$ cat config.mk
export PLATFORM = sky130hd
export DESIGN_NAME = ann_coef_loader
export DESIGN_NICKNAME = d
export VERILOG_FILES = /design/src/rtl/ann_coef_loader.sv
export SDC_FILE = /design/constraint.sdc
export NUM_CORES = 1
export LEC_CHECK = 0
export ABC_AREA = 1
export BUFFER_PORTS_ARGS = -buffer_cell sky130_fd_sc_hd__buf_2
export CAP_MARGIN = 20
export CORE_ASPECT_RATIO = 1.2
export CORE_MARGIN = 5
export CORE_UTILIZATION = 49
export CTS_BUF_LIST = sky130_fd_sc_hd__clkbuf_4
export DETAILED_ROUTE_END_ITERATION = 6
export HOLD_SLACK_MARGIN = 0.12
export PLACE_DENSITY = 0.74
export SLEW_MARGIN = 20
export SYNTH_ARGS = -nofsm -noshare
export SYNTH_HDL_FRONTEND = slang
export SYNTH_SLANG_ARGS = --single-unit
export TNS_END_PERCENT = 5
$ cat constraint.sdc
create_clock -name clk -period 2.9 [get_ports clk]
set_input_delay 0.58 -clock clk [delete_from_list [all_inputs] [get_ports clk]]
set_output_delay 0.58 -clock clk [all_outputs]
set_load 0.1 [all_outputs]
$ cat src/rtl/ann_coef_loader.sv
// Responder for the ANN coefficient-request handshake: fetches a batch of
// coefficient words from weight memory, one outstanding read at a time, into the node register file.
module ann_coef_loader #(
  parameter int                DATA_W    = 8,
  parameter int                ADDR_W    = 16,
  parameter logic [ADDR_W-1:0] BASE_ADDR = '0,
  parameter int                CNT_W     = 7
) (
  input  logic              clk,
  input  logic              n_rst,
  input  logic              request_coef,
  input  logic [CNT_W-1:0]  max_input,
  input  logic              done_processing,
  output logic              mem_read,
  output logic [ADDR_W-1:0] mem_addr,
  input  logic [DATA_W-1:0] mem_rdata,
  input  logic              mem_valid,
  output logic              coef_wen,
  output logic [CNT_W-1:0]  coef_waddr,
  output logic [DATA_W-1:0] coef_wdata,
  output logic              coef_loaded,
  output logic              busy
);

  localparam logic [2:0] IDLE      = 3'd0;
  localparam logic [2:0] ISSUE     = 3'd1;
  localparam logic [2:0] WAIT_DATA = 3'd2;
  localparam logic [2:0] WRITE     = 3'd3;
  localparam logic [2:0] DONE      = 3'd4;

  localparam logic [CNT_W-1:0]  CNT_ONE  = CNT_W'(1);
  localparam logic [ADDR_W-1:0] ADDR_ONE = ADDR_W'(1);

  logic [2:0]        state_q, state_d;
  logic [ADDR_W-1:0] ptr_q, ptr_d;
  logic [CNT_W-1:0]  idx_q, idx_d;
  logic [CNT_W-1:0]  count_q, count_d;
  logic [DATA_W-1:0] data_q, data_d;

  // A rewind in the same IDLE cycle as a request lands first, so that load starts at BASE_ADDR.
  always_comb begin
    state_d = state_q;
    ptr_d   = ptr_q;
    idx_d   = idx_q;
    count_d = count_q;
    data_d  = data_q;
    case (state_q)
      IDLE: begin
        if (done_processing) begin
          ptr_d = BASE_ADDR;
        end
        if (request_coef) begin
          count_d = max_input;
          idx_d   = '0;
          state_d = (max_input != '0) ? ISSUE : DONE;
        end
      end
      ISSUE: begin
        state_d = WAIT_DATA;
      end
      WAIT_DATA: begin
        if (mem_valid) begin
          data_d  = mem_rdata;
          state_d = WRITE;
        end
      end
      WRITE: begin
        ptr_d = ptr_q + ADDR_ONE;
        if (idx_q == count_q - CNT_ONE) begin
          state_d = DONE;
        end else begin
          idx_d   = idx_q + CNT_ONE;
          state_d = ISSUE;
        end
      end
      DONE: begin
        state_d = IDLE;
      end
      default: begin
        state_d = IDLE;
      end
    endcase
  end

  always_ff @(posedge clk or negedge n_rst) begin
    if (!n_rst) begin
      state_q <= IDLE;
      ptr_q   <= BASE_ADDR;
      idx_q   <= '0;
      count_q <= '0;
      data_q  <= '0;
    end else begin
      state_q <= state_d;
      ptr_q   <= ptr_d;
      idx_q   <= idx_d;
      count_q <= count_d;
      data_q  <= data_d;
    end
  end

  // Write index and data are gated so the register-file bus idles at zero outside WRITE.
  assign mem_read    = (state_q == ISSUE);
  assign mem_addr    = ptr_q;
  assign coef_wen    = (state_q == WRITE);
  assign coef_waddr  = coef_wen ? idx_q : '0;
  assign coef_wdata  = coef_wen ? data_q : '0;
  assign coef_loaded = (state_q == DONE);
  assign busy        = (state_q != IDLE);

endmodule

# Word level (Yosys, flattened, before mapping)
# Index checks and enable logic that the tools add are counted.
# word_totals
reg_bits	41
latchBits	0
ramBits	0
rom_bits	0
out_inout_bits	35
word_cells	38
mem_count	0
# classes
n_addsub	3
n_mul	0
n_div	0
order_cmp	0
eq_ne	9
shift	0
muxes	12
bitwise	0
n_reduce_logical	9
# op_table
operator	n
$pmux 16 s2	1
$mux 7	3
$add 16x1->16 const B	1
$mux 16	1
$pmux 7 s2	1
$mux 3	4
$pmux 3 s4	1
$mux 8	1
$ne 2x2->1 const B	4
$reduce_and 2->1	4
$add 7x1->7 const B	1
$eq 7x7->1	1
$reduce_bool 7->1	1
$sub 7x1->7 const B	1
$eq 3x2->1 const B	2
$eq 3x1->1 const B	1
$eq 3x3->1 const B	1
$logic_not 3->1	1
$reduce_and 3->1	1
$reduce_bool 3->1	1
$reduce_bool 2->1	1

# Depth between registers and ports, before layout
# logic_depth
ltp_word	4
ltp_mapped	12
mapped_depth_nobuf	12

# Least setup slack after synthesis
# OpenSTA, ideal clock, no wires.
# synth_timing
kind	reg-to-output
from	reg state_q[0]
to	out coef_loaded
arrival_ps	2488
required_ps	2320
setup_slack_ps	-168
stages_incl_launch_ff	2
n_path_buf	0
cell_sequence	dfrtp_1 nor3_1
# synth_via
elab_chain_cells	1
# synth_lines
item	line_no	source
from (decl)	34	logic [2:0] state_q, state_d;
from (signal assigned)	93	state_q <= state_d;
$eq 3x3->1	107	assign coef_loaded = (state_q == DONE);
to (decl)	21	output logic coef_loaded,
# Every way passes these cells.

# Worst setup path after layout
# layout_timing
from	reg state_q[2]
to	out coef_waddr[6]
# layout_via
elab_chain_cells	2
# layout_lines
item	line_no	source
$eq 3x2->1	104	assign coef_wen = (state_q == WRITE);
$mux 7	105	assign coef_waddr = coef_wen ? idx_q : '0;
to (decl)	19	output logic [CNT_W-1:0] coef_waddr,
# Every way passes these cells.

==> reports/summary.txt <==
Max Cap Viol = 0
CP Buf/Inv Count = 4
Pwr Total = 3.32 mW
Core Region = 0.00466 mm^2
drt wl/cell = 12.3 um
Fill cells = 404
status = finished clean
antenna cells = 0
CP max stage delay = 0.44 ns
clock group share of total power = 0.079
GRT overflow = 0
Final Skew = 0.00970 ns
post-synthesis cell area = 0.00239 mm^2
buffers added on ports = 54
Critical Path Most Common Cell = nor2_1
Fmax achieved = 376 MHz
All-Layer GR Usage = 0.186
clock latency on the worst-skew pair = 0.35 ns
Peak supply drop = 0.634 mV
die area = 0.00637 mm^2
largest net degree at the start of global routing = 42
iteration-0 DRC count of the detailed router = 93
internal power = 1.39 mW
unrepaired setup endpoints after global routing = false
Setup Viol. Count Final = 0
Area after DPL = 0.00293 mm^2
Worst-Margin Slew = 0.903 ns
vias in the first global route = 2243
Synth Flop Type = dfrtp_1
Post-synth ARST share = 1.00
CTS Root Cell = clkbuf_4
switching share of total power = 0.581
Pleak = 1.54 nW
CTS Buf Count = 5
fin crit share = 0.917
setup total negative slack = 0 ns
worst endpoint required time = 2.32 ns
htree depth = 2
initial antenna violation count = 0
area grow syn2layout = 25.3%
clk buf depth = 2
Yosys warnings = 0
Slew Viols, Final = 0
Max Fanout on Critical Path = 16
Initial Utilization = 0.512
post-route minimum period = 2.66 ns
multi-input combinational cell area = 0.00113 mm^2
Worst Hold Class = input port to async pin
io pins = 55
CP max-delay cell = dfrtp_1
Worst-path clk slew = 0.12 ns
Startpoint Class = flip-flop
Die X = 73.7 um
Vias = 2292
DP Worst Slack = 0.537 ns
placer congestion estimate = 0.885
HPWL after DPL = 4.07 mm
fin worst setup slack = 0.241 ns
Yosys cell types = 31
routed wire length = 5.49 mm
Worst setup EP type = primary output
critical path class = flip-flop to primary output
Slew headroom = 0.398
final core utilization = 0.641
EDFF count, synth = 0
Post-Synthesis Cells = 334
Nets = 413
Sequential Area = 0.00103 mm^2
net count after synthesis = 357
DRC = 0
first-pass GRT wire length = 9.47 mm
syn avg cell area = 7.14 um^2
synth top area cells = dfrtp_1, nand2_1, inv_1, nor2_1, nand3_1
Yosys top cell by area = dfrtp_1
Sw Pwr = 1.93 mW
layout cell share with drive strength beyond 1 = 0.203
post-route ant nets = 0
row count = 27
DIE HEIGHT = 86.4 um
vias per cell = 5.13
Data arrival, critical path = 2.08 ns
Final Cell Area = 0.00299 mm^2
register share of total power = 0.274
crit path cell chain = inv_1 -> nand2_1 -> nor2_1 -> clkinvlp_4 -> buf_4 -> nor2_1 -> buf_12
top-area cell type share of the netlist area = 0.430
#FFs+latches synth = 41
Hold Buf Count CTS = 0
router iterations before antenna repair = 4
pwr dens = 1110 mW/mm^2
R2R Setup Slk = 0.66 ns
Comb power frac = 0.647
CTS Sinks = 41
Fin. Hold Viols = 0
Crit path max-delay family = buffers and inverters
register area share after synthesis = 0.430
TritonCTS clock tree = built
==> cell usage after synthesis (2+ instances only) <==
cell type / number
nand2_1: 80
inv_1: 51
nor2_1: 51
dfrtp_1: 41
nand3_1: 25
a21oi_1: 17
o21ai_0: 16
nor3_1: 8
buf_2: 4
clkbuf_1: 4
xor2_1: 4
ha_1: 3
nand4_1: 3
o22ai_1: 3
xnor2_1: 3
inv_2: 2
nand2_2: 2
nor3_2: 2
nor3b_1: 2
or2_2: 2
==> cell usage in the layout (no fill, tap or decap) <==
cell type and instances:
a21oi_1 17, a32o_1 1, buf_12 15, buf_2 39
buf_4 2, clkbuf_4 5, clkinv_2 1, clkinvlp_2 1
clkinvlp_4 1, dfrtp_1 41, ha_1 3, inv_1 50
inv_2 2, mux2_2 1, nand2_1 80, nand2_2 2
nand2_4 1, nand3_1 25, nand3_2 1, nand4_1 3
nor2_1 51, nor2_2 1, nor3_1 7, nor3_2 3
nor3b_1 2, nor4_1 1, nor4_2 1, o21ai_0 16
o21ai_1 1, o21bai_4 1, o22ai_1 3, o31ai_1 1
o32ai_1 1, or2_2 2, xnor2_1 3, xor2_1 4
==> path summary, 6_finish.rpt <==
path,from,to,cells past startpoint
max,state_q[2],coef_waddr[6],7
min,n_rst,mem_addr[2],1
max reg2reg,state_q[2],idx_q[6],8
min reg2reg,data_q[1],data_q[1],2
max in group asynchronous,n_rst,idx_q[1],1
min in group clk,max_input[5],count_q[5],2
==> stage by stage <==
step	cells	hold slack [ns]
after floorplan	334	0.284
after global placement	439	0.496
after detailed placement	439	0.504
after CTS	445	0.377
after global routing	447	0.418
final	447	0.348
==> area by class of cell <==
| cell class | count | share of cell area |
|---|---|---|
| inverters | 53 | 0.0678 |
| flip-flops and latches | 41 | 0.343 |
| repair inverters | 1 | 0.00167 |
| well taps | 58 | 0.0243 |
| multi-input cells | 232 | 0.378 |
| clock inverters | 1 | 0.00167 |
| repair buffers | 56 | 0.171 |
| clock buffers | 5 | 0.0126 |
==> state kept, by name, indices dropped and copies added (netlist names) <==
name      cells
count_q       7
data_q        8
idx_q         7
mem_addr     16
state_q       3
==> power groups by stage <==
stage,Combinational (mW),Clock [mW],Sequential [mW]
finish,2.15,0.261,0.909
global route,2.30,0.299,0.937
CTS,2.14,0.272,0.909
detailed placement,2.13,0,0.922
global placement,2.11,0,0.913
floorplan,1.27,0,1.27
==> what timing repair did <==
action,in CTS,in global routing
setup buffers,0,1
resized for setup,0,1
endpoints found under the setup margin,0,15
==> logic make-up (layout without fill, tap and decap cells) <==
| logic type | count (synthesis) | after routing | share of synthesized area |
|---|---|---|---|
| AND/OR/NAND/NOR | 180 | 180 | 0.328 |
| buffers and inverters | 61 | 116 | 0.0981 |
| AO/OA/AOI/OAI | 41 | 41 | 0.0981 |
| flip-flops | 41 | 41 | 0.430 |
| XOR/XNOR | 7 | 7 | 0.0257 |
| adder cells (fa/ha/maj) | 3 | 3 | 0.0157 |
| multiplexers | 1 | 1 | 0.00472 |
==> routing by layer <==
metal	vias up	track usage	routed length [um]
met2	60	0.333	2820
met3	9	0.0441	331
met4	0	0.0725	91
met5	-	0	0
li1	1160	-	-
met1	1063	0.208	2240
Power figures use the tool's default switching activity.
